==> src/rtl/bist_pkg.sv <==
// ============================================================================
// bist_pkg -- shared state encoding and default LFSR/MISR constants for BIST.
// Rev 1.0
// ============================================================================
`default_nettype none

package bist_pkg;

  typedef enum logic [1:0] {
    ST_IDLE    = 2'd0,
    ST_SETTLE  = 2'd1,
    ST_CAPTURE = 2'd2,
    ST_DONE    = 2'd3
  } bist_state_e;

  localparam logic [15:0] C_DEFAULT_TAPS = 16'hB400;
  localparam logic [15:0] C_DEFAULT_SEED = 16'hACE1;

endpackage

`default_nettype wire

==> src/rtl/bist_shift_reg.sv <==
// ============================================================================
// bist_shift_reg -- seedable shift register with XOR feedback and parallel XOR-in
// (LFSR when xor_i is tied low, MISR otherwise). Rev 1.0
// ============================================================================
`default_nettype none

module bist_shift_reg
  import bist_pkg::*;
#(
  parameter int               WIDTH = 16,
  parameter logic [WIDTH-1:0] TAPS  = WIDTH'(C_DEFAULT_TAPS)
) (
  input  logic             clk,
  input  logic             rst_n,
  input  logic             load_i,
  input  logic [WIDTH-1:0] seed_i,
  input  logic             advance_i,
  input  logic [WIDTH-1:0] xor_i,
  output logic [WIDTH-1:0] value_o
);

  logic [WIDTH-1:0] reg_q;
  logic [WIDTH-1:0] reg_d;

  assign reg_d   = {reg_q[WIDTH-2:0], ^(reg_q & TAPS)} ^ xor_i;
  assign value_o = reg_q;

  always_ff @(posedge clk or negedge rst_n) begin
    if (!rst_n) begin
      reg_q <= '0;
    end else if (load_i) begin
      reg_q <= seed_i;
    end else if (advance_i) begin
      reg_q <= reg_d;
    end
  end

endmodule

`default_nettype wire

==> src/rtl/cut_bist_controller.sv <==
// ============================================================================
// cut_bist_controller -- LFSR-driven BIST sequencer with MISR compaction and
// golden-signature compare for a combinational CUT. Rev 1.0
// ============================================================================
`default_nettype none

module cut_bist_controller
  import bist_pkg::*;
#(
  parameter int              PI_W         = 16,
  parameter int              PO_W         = 16,
  parameter int              NUM_PATTERNS = 256,
  parameter int              SETTLE       = 1,
  parameter logic [PI_W-1:0] LFSR_TAPS    = PI_W'(C_DEFAULT_TAPS),
  parameter logic [PO_W-1:0] MISR_TAPS    = PO_W'(C_DEFAULT_TAPS),
  parameter logic [PI_W-1:0] LFSR_SEED    = PI_W'(C_DEFAULT_SEED),
  parameter logic [PO_W-1:0] MISR_SEED    = '0
) (
  input  logic                                clk,
  input  logic                                rst_n,
  input  logic                                start,
  input  logic                                abort,
  input  logic [PO_W-1:0]                     golden_sig,
  output logic [PI_W-1:0]                     cut_pi,
  input  logic [PO_W-1:0]                     cut_po,
  output logic                                busy,
  output logic                                done,
  output logic                                pass,
  output logic [PO_W-1:0]                     signature,
  output logic [$clog2(NUM_PATTERNS+1)-1:0]   pattern_idx
);

  localparam int               IDX_W    = $clog2(NUM_PATTERNS + 1);
  localparam int               CNT_W    = (SETTLE > 0) ? $clog2(SETTLE + 1) : 1;
  localparam logic [PI_W-1:0]  SEED_EFF = (LFSR_SEED == '0) ? PI_W'(1) : LFSR_SEED;
  localparam logic [IDX_W-1:0] LAST_IDX = IDX_W'(NUM_PATTERNS - 1);
  localparam logic [CNT_W-1:0] LAST_CNT = CNT_W'((SETTLE > 0) ? SETTLE - 1 : 0);
  localparam bist_state_e      RUN_ST   = (SETTLE == 0) ? ST_CAPTURE : ST_SETTLE;

  bist_state_e      state_q, state_d;
  logic [CNT_W-1:0] cnt_q, cnt_d;
  logic [IDX_W-1:0] idx_q, idx_d;
  logic [PO_W-1:0]  golden_q;
  logic             load;
  logic             advance;
  logic             capture_last;

  always_ff @(posedge clk or negedge rst_n) begin
    if (!rst_n) begin
      state_q  <= ST_IDLE;
      cnt_q    <= '0;
      idx_q    <= '0;
      golden_q <= '0;
    end else begin
      state_q <= state_d;
      cnt_q   <= cnt_d;
      idx_q   <= idx_d;
      if (capture_last) begin
        golden_q <= golden_sig;
      end
    end
  end

  always_comb begin
    state_d      = state_q;
    cnt_d        = cnt_q;
    idx_d        = idx_q;
    load         = 1'b0;
    advance      = 1'b0;
    capture_last = 1'b0;
    if (abort) begin
      state_d = ST_IDLE;
    end else begin
      case (state_q)
        ST_IDLE, ST_DONE: begin
          if (start) begin
            load    = 1'b1;
            state_d = RUN_ST;
            cnt_d   = '0;
            idx_d   = '0;
          end
        end
        ST_SETTLE: begin
          cnt_d = cnt_q + CNT_W'(1);
          if (cnt_q == LAST_CNT) begin
            state_d = ST_CAPTURE;
          end
        end
        ST_CAPTURE: begin
          advance = 1'b1;
          idx_d   = idx_q + IDX_W'(1);
          cnt_d   = '0;
          if (idx_q == LAST_IDX) begin
            capture_last = 1'b1;
            state_d      = ST_DONE;
          end else begin
            state_d = RUN_ST;
          end
        end
        default: state_d = ST_IDLE;
      endcase
    end
  end

  bist_shift_reg #(
    .WIDTH (PI_W),
    .TAPS  (LFSR_TAPS)
  ) u_lfsr (
    .clk       (clk),
    .rst_n     (rst_n),
    .load_i    (load),
    .seed_i    (SEED_EFF),
    .advance_i (advance),
    .xor_i     ('0),
    .value_o   (cut_pi)
  );

  bist_shift_reg #(
    .WIDTH (PO_W),
    .TAPS  (MISR_TAPS)
  ) u_misr (
    .clk       (clk),
    .rst_n     (rst_n),
    .load_i    (load),
    .seed_i    (MISR_SEED),
    .advance_i (advance),
    .xor_i     (cut_po),
    .value_o   (signature)
  );

  // The signature is frozen in DONE, so comparing against the golden value
  // latched on the last capture edge gives the verdict; leaving DONE clears it.
  assign pass        = (state_q == ST_DONE) && (signature == golden_q);
  assign busy        = (state_q == ST_SETTLE) || (state_q == ST_CAPTURE);
  assign done        = (state_q == ST_DONE);
  assign pattern_idx = idx_q;

endmodule

`default_nettype wire

==> config.mk <==
export PLATFORM = sky130hd
export DESIGN_NAME = cut_bist_controller
export DESIGN_NICKNAME = d
export VERILOG_FILES = /design/src/rtl/bist_pkg.sv /design/src/rtl/bist_shift_reg.sv /design/src/rtl/cut_bist_controller.sv
export SDC_FILE = /design/constraint.sdc
export NUM_CORES = 1
export LEC_CHECK = 0
export CAP_MARGIN = 10
export CORE_MARGIN = 2
export CORE_UTILIZATION = 45
export CTS_BUF_LIST = sky130_fd_sc_hd__clkbuf_16
export CTS_CLUSTER_SIZE = 28
export DETAILED_ROUTE_END_ITERATION = 12
export PLACE_DENSITY = 0.84
export SLEW_MARGIN = 25
export SYNTH_ARGS = -nofsm -noshare
export SYNTH_HDL_FRONTEND = slang
export SYNTH_HIERARCHICAL = 1
export SYNTH_SLANG_ARGS = --single-unit
==> constraint.sdc <==
create_clock -name clk -period 3.4 [get_ports clk]
set_input_delay 0.85 -clock clk [delete_from_list [all_inputs] [get_ports clk]]
set_output_delay 0.85 -clock clk [all_outputs]
set_load 0.02 [all_outputs]
==> impl_metrics.py <==
metrics = {
    "clocking": {
        "clockBufferDepth": 2,
        "cts_tree": "done",
        "clk_pin_slew_ps": 50,
        "cts_root_buf": "clkbuf_16",
        "post_cts_buffers": 0,
        "cts_sinks": 60,
        "clk_latency_ps": 320,
        "numCtsBuffers": 9,
        "htree_levels": 3,
        "post_cts_resized": 0,
        "cts_hold_buf": 0,
    },
    "timing": {
        "post-route-min-period_ps": 3070,
        "fmax_mhz": 325.7,
        "maxSlewViolCount": 0,
        "setup_viol": 0,
        "skew_ps": 7.342,
        "maxSlewHeadroom_pct": 52.66,
        "worst_slew_pin_slew_ps": 710.1,
        "tns_ps": 0,
        "finalCritPeriodShare_pct": 90.30,
        "hold_viol": 0,
        "rsz0062_at_grt": "no",
        "hold_ws_ps": 523.2,
    },
    "critical_path": {
        "cp.arrival_ps": 2220,
        "cp_common_cell": "nor4_1",
        "startpoint_type": "register",
        "worstSetupEndpointType": "output pin",
        "worstPathCellList": "xor2_1 > nor4_1 > nand4_1 > nor4_1 > clkdlybuf4s50_1",
        "critPathSlowestCell": "clkdlybuf4s50_1",
        "worstPathMaxFanout": 5,
        "regToRegSetupSlack_ps": 1140,
        "slowest_delay_ps": 650,
        "critical_path_required_ps": 2550,
        "rr_worst_depth": 8,
        "critPathKind": "register to output pin",
    },
    "cells_and_area": {
        "syn2layout_area_growth_pct": 41.30,
        "fin_nets": 486,
        "drive_gt1_share_pct": 10.04,
        "n_antenna_cell": 0,
    },
    "grt": {
        "grtUsageTotal_pct": 19.19,
        "overflow": 0,
        "antenna_found_initial": 0,
        "first_global_vias": 2604,
        "grt_max_degree": 32,
        "grt_pass1_wl_um": 12380,
    },
    "pwr": {
        "fin_total_pwr_mw": 2.916,
        "power_leakage_nw": 2.061,
        "peakVddDrop_uv": 393.0,
        "powerDensity_nw_per_um2": 620.9,
    },
    "detailed_routing": {
        "wire_per_inst_um": 13.47,
        "drc": 0,
        "ant_nets": 0,
        "drtPass1Iterations": 4,
        "wirelength_um": 7370,
        "avgViaCountPerCell": 4.784,
        "num_vias": 2617,
        "drtIter0Drc": 107,
    },
    "die": {
        "die_h_um": 89.94,
        "die_width_um": 89.94,
        "core_area_um2": 7214,
        "rows": 31,
        "die_area_um2": 8088,
        "io_pins": 80,
        "start_util_pct": 46.06,
    },
    "yosys": {
        "seq_area_frac_synth_pct": 45.18,
        "async_flop_share_pct": 100.0,
        "yosys.cell_types.count": 39,
        "synth_ff_type": "dfrtp_1",
        "synthSimpleGateAreaFrac_pct": 13.37,
        "synth_edf_count": 0,
        "yosysTopAreaCell": "dfrtp_1",
        "synth_xor_area_share_pct": 14.08,
        "ys_seq_elements": 60,
        "synth_fa_ha_area_share_pct": 2.259,
        "netlist_area_um2": 3323,
        "post-synth-top-area-fraction_pct": 45.18,
        "synth_compound_area_share_pct": 7.154,
        "avgSynthCellArea_um2": 10.65,
        "syn_inst": 312,
        "ys_warn_count": 6,
        "synthTopCellsByCount": "60 x dfrtp_1, 46 x nand2_1, 34 x xor2_1",
        "synth_top_family_by_area": "multiplexers",
        "synth_area_leaders": "dfrtp_1 45%, mux2i_1 9.6%, xor2_1 9.0%",
        "synth.area.mux_share_pct": 15.06,
        "synth.most_common_cell": "dfrtp_1",
    },
    "min_path": {
        "holdPathStages": 1,
        "hold_class": "register to register",
    },
    "outcome": {
        "status": "complete, no violations",
    },
    "placement": {
        "gp_congestion": 0.8275,
        "dp_hpwl_um": 5396,
        "port-buffer-count": 79,
    },
    "run": {
        "drv_cap": 0,
    },
}
## cells in the final DEF, fill, tap and decap left out, drive strengths merged, types with 4 or more instances in the layout
master and n:
inv 4, mux2 16, clkdlybuf4s50 78, xnor2 14, buf 10, dfrtp 60
mux2i 32, xor2 34, nand3 4, clkinv 4, ha 6, clkbuf 9
nand2 46, o21ai 34, and3 4, nand4b 5, a21oi 4, conb 48
## flip-flops by register name, indices dropped and copies added, names as in the netlist
signal,cells
cnt_q,1
golden_q,16
pattern_idx,9
state_q,2
u_lfsr/value_o,16
u_misr/value_o,16
## cell type report
cell class                 count  area, µm²
clock buffer                   9      225.2
sequential                    60       1501
fill                         604       2519
timing repair buffer          88      853.3
inverter                       4      15.01
clock inverter                 6      56.30
tap                           99      123.9
multi-input combinational    281       1921
## cell families (layout without fill, tap and decap cells)
kind of cell	after synthesis	count (layout)
and+or+nand+nor	85	85
DFF	60	60
xor gates and xnor gates	50	50
AOI/OAI and AO/OA	44	44
other	2	48
adders and majority gates	6	6
buffers and inverters	17	107
muxes	48	48
## worst max-delay path: cells and delay by family (launching register included)
family | cells | cell delay [ps]
buf+inv | 1 | 650
flops | 1 | 440
xor+xnor | 1 | 170
simple gates | 3 | 640
## final timing paths
path,endpoint,from
min,golden_q[3],golden_q[3]
max,pass,u_misr/value_o[10]
min in group asynchronous,u_misr/value_o[5],rst_n
max reg2reg,golden_q[11],pattern_idx[0]
min reg2reg,golden_q[3],golden_q[3]
max in group asynchronous,u_lfsr/value_o[2],rst_n
## where the power goes
group	internal, mW	total, mW	leakage, nW	switching, mW
Combinational	0.525	1.01	1.14	0.488
Sequential	0.856	1.04	0.785	0.184
Clock	0.555	0.861	0.138	0.306
## metal layers
layer	routed length, µm	track usage [%]
met1	3178	23.05
met2	3677	32.51
met3	393	6.203
met4	121	6.795
met5	0	0
## metrics by stage
| stage | util (%) | cell area [µm²] | worst slack, ps | instances |
|---|---|---|---|---|
| final | 65.09 | 4696 | 329.9 | 547 |
| after detailed placement | 61.19 | 4414 | 665.8 | 532 |
| after CTS | 65.09 | 4696 | 321.6 | 547 |
| after floorplan | - | 3496 | 817.4 | 358 |
| after global placement | 61.19 | 4414 | 597.5 | 532 |
| after global routing | 65.09 | 4696 | 101.4 | 547 |
Power figures use the tool's default switching activity.
